`config.mk`:
```
export PLATFORM = sky130hd
export DESIGN_NAME = spi_slave_flat
export DESIGN_NICKNAME = d
export VERILOG_FILES = /design/src/rtl/spi_slave_if.sv /design/src/rtl/spi_slave.sv /design/src/flat_wrapper.sv
export SDC_FILE = /design/constraint.sdc
export NUM_CORES = 1
export LEC_CHECK = 0
export BUFFER_PORTS_ARGS = -buffer_cell sky130_fd_sc_hd__buf_2
export CORE_ASPECT_RATIO = 0.8
export CORE_MARGIN = 10
export CORE_UTILIZATION = 45
export DETAILED_ROUTE_END_ITERATION = 8
export PLACE_DENSITY = 0.71
export RECOVER_POWER = 100
export SKIP_CTS_REPAIR_TIMING = 1
export SYNTH_ARGS = -nofsm -noshare
export SYNTH_HDL_FRONTEND = slang
export SYNTH_SLANG_ARGS = --single-unit
```
`constraint.sdc`:
```
create_clock -name clk -period 2.1 [get_ports clk]
set_input_delay 0.105 -clock clk [delete_from_list [all_inputs] [get_ports clk]]
set_output_delay 0.105 -clock clk [all_outputs]
set_load 0.02 [all_outputs]
```
`src/rtl/spi_slave_if.sv`:
```
// SPI responder bundle: transmit handshake, receive strobe and the four SPI pins.
// The slave modport is the responder's view; the master modport is the link partner and byte source/sink.
interface spi_slave_if;
  logic [7:0] tx_data;
  logic       tx_valid;
  logic       tx_ready;
  logic       tx_underrun;
  logic [7:0] rx_data;
  logic       rx_valid;
  logic       sclk;
  logic       mosi;
  logic       ss;
  logic       miso;
  logic       miso_oe;

  modport slave (
    input  tx_data, tx_valid, sclk, mosi, ss,
    output tx_ready, tx_underrun, rx_data, rx_valid, miso, miso_oe
  );

  modport master (
    output tx_data, tx_valid, sclk, mosi, ss,
    input  tx_ready, tx_underrun, rx_data, rx_valid, miso, miso_oe
  );
endinterface

```
`src/rtl/spi_slave.sv`:
```
// SPI mode-0 responder, MSB first, 8-bit frames, fully in the system clock domain.
// Pins are oversampled through 2-flop synchronizers; a 1-entry holding register feeds the transmit shifter.
module spi_slave #(
  parameter logic [7:0] IDLE_BYTE = 8'h00
) (
  input  logic       clk,
  input  logic       rst,
  spi_slave_if.slave bus
);

  typedef enum logic {IDLE, SHIFT} state_t;

  state_t     state;
  logic [2:0] bit_cnt;
  logic       hold_full;
  logic [7:0] hold_data;
  logic [6:0] tx_shift;
  logic [6:0] rx_shift;
  logic       miso;
  logic       miso_oe;
  logic [7:0] rx_data;
  logic       rx_valid;
  logic       tx_underrun;

  logic sclk_p0, sclk_p1, sclk_p2;
  logic ss_p0, ss_p1, ss_p2;
  logic mosi_p0, mosi_p1;

  // Stage p0/p1: metastability filter; p2 keeps the previous synced value for edge detection
  always_ff @(posedge clk or posedge rst) begin
    if (rst) begin
      sclk_p0 <= 1'b0;
      sclk_p1 <= 1'b0;
      sclk_p2 <= 1'b0;
      ss_p0   <= 1'b1;
      ss_p1   <= 1'b1;
      ss_p2   <= 1'b1;
      mosi_p0 <= 1'b0;
      mosi_p1 <= 1'b0;
    end else begin
      sclk_p0 <= bus.sclk;
      sclk_p1 <= sclk_p0;
      sclk_p2 <= sclk_p1;
      ss_p0   <= bus.ss;
      ss_p1   <= ss_p0;
      ss_p2   <= ss_p1;
      mosi_p0 <= bus.mosi;
      mosi_p1 <= mosi_p0;
    end
  end

  logic       sclk_rise, sclk_fall, ss_fall, ss_rise;
  logic       in_shift, frame_start, rise_shift, fall_shift, reload, accept;
  logic [7:0] load_byte;
  logic [7:0] rx_byte;

  assign sclk_rise = sclk_p1 & ~sclk_p2;
  assign sclk_fall = ~sclk_p1 & sclk_p2;
  assign ss_fall   = ~ss_p1 & ss_p2;
  assign ss_rise   = ss_p1 & ~ss_p2;

  // Deselect wins over a coincident sclk edge, so a master releasing ss together
  // with its last sclk fall does not trigger a byte-boundary reload.
  assign in_shift    = (state == SHIFT);
  assign frame_start = ~in_shift & ss_fall;
  assign rise_shift  = in_shift & ~ss_rise & sclk_rise;
  assign fall_shift  = in_shift & ~ss_rise & sclk_fall;
  assign reload      = frame_start | (fall_shift & (bit_cnt == 3'd0));
  assign accept      = bus.tx_valid & ~hold_full;
  assign load_byte   = hold_full ? hold_data : IDLE_BYTE;
  assign rx_byte     = {rx_shift, mosi_p1};

  // Stage p3: datapath registers, no reset needed
  always_ff @(posedge clk) begin
    if (accept)
      hold_data <= bus.tx_data;
    if (reload)
      tx_shift <= load_byte[6:0];
    else if (fall_shift)
      tx_shift <= {tx_shift[5:0], 1'b0};
    if (rise_shift)
      rx_shift <= rx_byte[6:0];
  end

  // Stage p3: control FSM and registered outputs
  always_ff @(posedge clk or posedge rst) begin
    if (rst) begin
      state       <= IDLE;
      bit_cnt     <= 3'd0;
      hold_full   <= 1'b0;
      miso        <= 1'b0;
      miso_oe     <= 1'b0;
      rx_data     <= 8'h00;
      rx_valid    <= 1'b0;
      tx_underrun <= 1'b0;
    end else begin
      rx_valid    <= 1'b0;
      tx_underrun <= reload & ~hold_full;
      // A reload empties the holding register; a same-cycle write still lands in it
      hold_full   <= (hold_full & ~reload) | accept;
      case (state)
        IDLE: begin
          if (ss_fall) begin
            state   <= SHIFT;
            bit_cnt <= 3'd0;
            miso_oe <= 1'b1;
            miso    <= load_byte[7];
          end
        end
        SHIFT: begin
          if (ss_rise) begin
            state   <= IDLE;
            bit_cnt <= 3'd0;
            miso_oe <= 1'b0;
            miso    <= 1'b0;
          end else begin
            if (sclk_rise) begin
              bit_cnt <= bit_cnt + 3'd1;
              if (bit_cnt == 3'd7) begin
                rx_data  <= rx_byte;
                rx_valid <= 1'b1;
              end
            end
            if (sclk_fall) begin
              if (bit_cnt == 3'd0)
                miso <= load_byte[7];
              else
                miso <= tx_shift[6];
            end
          end
        end
        default: state <= IDLE;
      endcase
    end
  end

  assign bus.tx_ready    = ~hold_full;
  assign bus.tx_underrun = tx_underrun;
  assign bus.rx_data     = rx_data;
  assign bus.rx_valid    = rx_valid;
  assign bus.miso        = miso;
  assign bus.miso_oe     = miso_oe;

endmodule
```
`src/flat_wrapper.sv`:
```
// flat-port wrapper written by rule: the top's interface ports become plain ports
module spi_slave_flat 
#(
  parameter logic [7:0] IDLE_BYTE = 8'h00
)
  (clk, rst, bus_tx_data, bus_tx_valid, bus_sclk, bus_mosi, bus_ss, bus_tx_ready, bus_tx_underrun, bus_rx_data, bus_rx_valid, bus_miso, bus_miso_oe);
  spi_slave_if bus_i ();
  input  logic clk;
  input  logic rst;
  input wire logic [$bits(bus_i.tx_data)-1:0] bus_tx_data;
  input wire logic [$bits(bus_i.tx_valid)-1:0] bus_tx_valid;
  input wire logic [$bits(bus_i.sclk)-1:0] bus_sclk;
  input wire logic [$bits(bus_i.mosi)-1:0] bus_mosi;
  input wire logic [$bits(bus_i.ss)-1:0] bus_ss;
  output wire logic [$bits(bus_i.tx_ready)-1:0] bus_tx_ready;
  output wire logic [$bits(bus_i.tx_underrun)-1:0] bus_tx_underrun;
  output wire logic [$bits(bus_i.rx_data)-1:0] bus_rx_data;
  output wire logic [$bits(bus_i.rx_valid)-1:0] bus_rx_valid;
  output wire logic [$bits(bus_i.miso)-1:0] bus_miso;
  output wire logic [$bits(bus_i.miso_oe)-1:0] bus_miso_oe;
  assign bus_i.tx_data = bus_tx_data;
  assign bus_i.tx_valid = bus_tx_valid;
  assign bus_i.sclk = bus_sclk;
  assign bus_i.mosi = bus_mosi;
  assign bus_i.ss = bus_ss;
  assign bus_tx_ready = bus_i.tx_ready;
  assign bus_tx_underrun = bus_i.tx_underrun;
  assign bus_rx_data = bus_i.rx_data;
  assign bus_rx_valid = bus_i.rx_valid;
  assign bus_miso = bus_i.miso;
  assign bus_miso_oe = bus_i.miso_oe;
  spi_slave #(.IDLE_BYTE(IDLE_BYTE)) u_core (.clk(clk), .rst(rst), .bus(bus_i));
endmodule
```
==> results.tsv <==
stage	metric	value	unit
outcome	status	finished clean	
place	GPL Wtd Cong	0.8014	
global_routing	Total GRT Usage	8.485	%
die	Placement Rows	20	
clock_tree	clock buffer depth	2	
synth	Mapped Cells	121	
clock_tree	total CTS buffers	5	
worst_setup_path	worst endpoint data arrival time	1800	ps
timing	final setup skew	6.014	ps
timing	f_max	558.9	MHz
die	core box area	0.003854	sq mm
cells_and_area	n_diodes	0	
worst_setup_path	CP Data Required Time	2120	ps
route	DR iter-0 viols	76	
global_routing	global route overflow	0	
synth	synth top area cells	edfxtp_1 (36%), dfrtp_1 (30%), mux2_2 (5.0%)	
timing	post-layout min period	1789	ps
timing	max-slew violation count	0	
global_routing	vias in the first global route	1048	
cells_and_area	final non-filler cell total	220	
worst_setup_path	FF-to-FF setup slack	310	ps
job	max-cap viol count	0	
place	IO Port Bufs	26	
cells_and_area	Nets	181	
die	I/O pins	27	
power_and_ir_drop	maximum vdd drop	0.0004831	V
die	Die H	76.85	um
synth	Synth Register Bits	47	
worst_setup_path	Startpoint Class	flip-flop	
die	die width	91.07	um
clock_tree	Clock Root Buffer	clkbuf_8	
timing	final worst path period share	85.19	%
cells_and_area	Layout Area Growth over Synthesis	21.06	%
timing	final setup vio count	0	
timing	Worst Tran Pin Value	1330	ps
global_routing	first-pass GRT wire length	4830	um
power_and_ir_drop	leak pwr	0.9397	nW
cells_and_area	commonest non-fill, non-tap cells in the layout	dfrtp_1 (22), edfxtp_1 (22), nand2_1 (14), clkbuf_1 (14), buf_2 (13)	
synth	Post-Syn Area	0.001818	sq mm
timing	Max-slew headroom	11.34	%
route	routed len/inst	13.13	um
synth	syn_area_per_cell	15.02	sq um
worst_setup_path	crit path max fanout	15	
timing	RSZ-0062 raised after global routing	false	
clock_tree	Worst-path clk slew	80	ps
place	DP HPWL	2032	um
route	WL final	2888	um
clock_tree	CTS tree	done	
worst_setup_path	crit end category	flip-flop	
route	Vias	1042	
synth	share of the synthesized area in the top cell type	36.34	%
route	drt drc	0	
power_and_ir_drop	pwr/cell area	940.3	mW/mm^2
cells_and_area	Seq. cell area	0.001290	sq mm
synth	post-synth top area cell	edfxtp_1	
timing	Final Hold Viols	0	
worst_hold_path	Hold WC Path Type	primary input to flip-flop	
route	vias per cell	4.736	
route	DRT Pass-1 Iters	4	
global_routing	largest net degree at the start of global routing	26	
die	die area	0.006998	sq mm
cells_and_area	area occupied by multi-input gates	442.9	sq um
cells_and_area	layout cells sized above 1	21.21	%
clock_tree	Worst-Skew Late Latency	290	ps
clock_tree	count of clock tree sinks	47	
global_routing	initial antenna violation count	0	
cells_and_area	Filler Cells Inserted	348	
timing	setup TNS	0	ps
synth	yosys warns	0	
clock_tree	H-tree depth	2	
synth	sequential element share of the synthesized area	70.96	%
synth	Mapped Nets	138	
die	initial core utilization	47.18	%
place	DP Cell Count	200	
route	Routed Antenna Nets	0	
synth	count of cell types in the netlist	33	
worst_setup_path	Setup Crit Path Kind	flip-flop to flip-flop	
==> area by class of cell <==
cell class | count | share of cell area [%]
Multi-Input combinational cell | 63 | 20.13
Timing Repair Buffer | 39 | 10.80
Clock buffer | 6 | 4.264
Inverter | 8 | 1.364
Sequential cell | 47 | 58.61
Clock inverter | 2 | 1.706
Tap cell | 55 | 3.127
==> path summary, 6_finish.rpt <==
kind / startpoint / endpoint / cells after the start
max in group asynchronous: rst / u_core.bus.miso$_DFFE_PP0P_ / 4
hold reg to reg: u_core.mosi_p0$_DFF_PP0_ / u_core.mosi_p1$_DFF_PP0_ / 0
hold / removal: bus_tx_valid / u_core.hold_data[4]$_DFFE_PP_ / 2
setup / recovery: u_core.ss_p2$_DFF_PP1_ / u_core.tx_shift[3]$_DFFE_PP_ / 4
setup reg to reg: u_core.ss_p2$_DFF_PP1_ / u_core.tx_shift[3]$_DFFE_PP_ / 4
min in group asynchronous: rst / u_core.sclk_p1$_DFF_PP0_ / 4
==> synthesized netlist by cell type <==
library cell	number
a21o_1	1
o221ai_1	1
o22ai_1	1
a31o_2	1
mux2i_1	1
and3_1	1
dfrtp_1	22
o21ai_1	2
maj3_1	1
a21boi_0	1
buf_4	1
nor3b_4	1
nand4b_1	1
clkbuf_1	1
nor2b_1	3
inv_1	8
edfxtp_1	22
nand2_1	14
a22oi_1	1
dfstp_2	3
o21ai_0	8
a21oi_1	3
and2b_2	1
nor2_1	4
nand4_4	1
nand2b_4	1
mux2_2	8
o31a_2	1
and2b_1	1
o21a_1	1
a41oi_4	1
buf_6	1
ha_1	3
==> stage by stage <==
stage | util, % | hold slack, ps | cell area, sq um | power [mW] | setup slack, ps
final | 57.11 | 345.4 | 2201 | 2.070 | 310.9
after global routing | 57.11 | 352.5 | 2201 | 2.188 | 155.9
after CTS | 55.36 | -157.4 | 2133 | 2.099 | 386.1
after detailed placement | 51.95 | 165.9 | 2002 | 1.388 | 443.8
after global placement | 51.95 | 165.4 | 2002 | 1.372 | 531.1
after floorplan | - | 109.5 | 1818 | 1.312 | 591.1
==> report_power, final <==
part           internal (mW)  switching (mW)
combinational         0.0965           0.139
sequential              1.06          0.0663
clock                  0.426           0.282
==> sequential cells by signal, summed over array words and instances (netlist names), 3 cells and up <==
| name | count |
|---|---|
| u_core.bus.rx_data | 8 |
| u_core.hold_data | 8 |
| u_core.tx_shift | 7 |
| u_core.bit_cnt | 3 |
| u_core.rx_shift | 7 |
==> cells by family after synthesis <==
kind of cell               share of synthesized area, %
muxes                                             5.506
DFF                                               70.96
buffers and inverters                             2.891
AOI/OAI and AO/OA                                 8.604
and+or+nand+nor                                   9.429
adders and majority gates                         2.616
==> per-layer routing <==
layer | vias to the layer above | global-route usage, % | part of all wire (%) | wire length (um)
li1 | 511 | - | - | -
met1 | 498 | 9.336 | 44 | 1266
met2 | 27 | 13.57 | 48 | 1393
met3 | 6 | 4.086 | 6.5 | 188
met4 | 0 | 3.906 | 1.4 | 40
met5 | - | 0 | 0 | 0
==> worst max-delay path, cell delays in order (launching register included) <==
cell and delay [ps]:
dfstp_1 610, nor3b_2 450, a41oi_2 200, nand2_1 160
o21ai_0 100
Note: power is estimated with default switching activity, not from simulation.
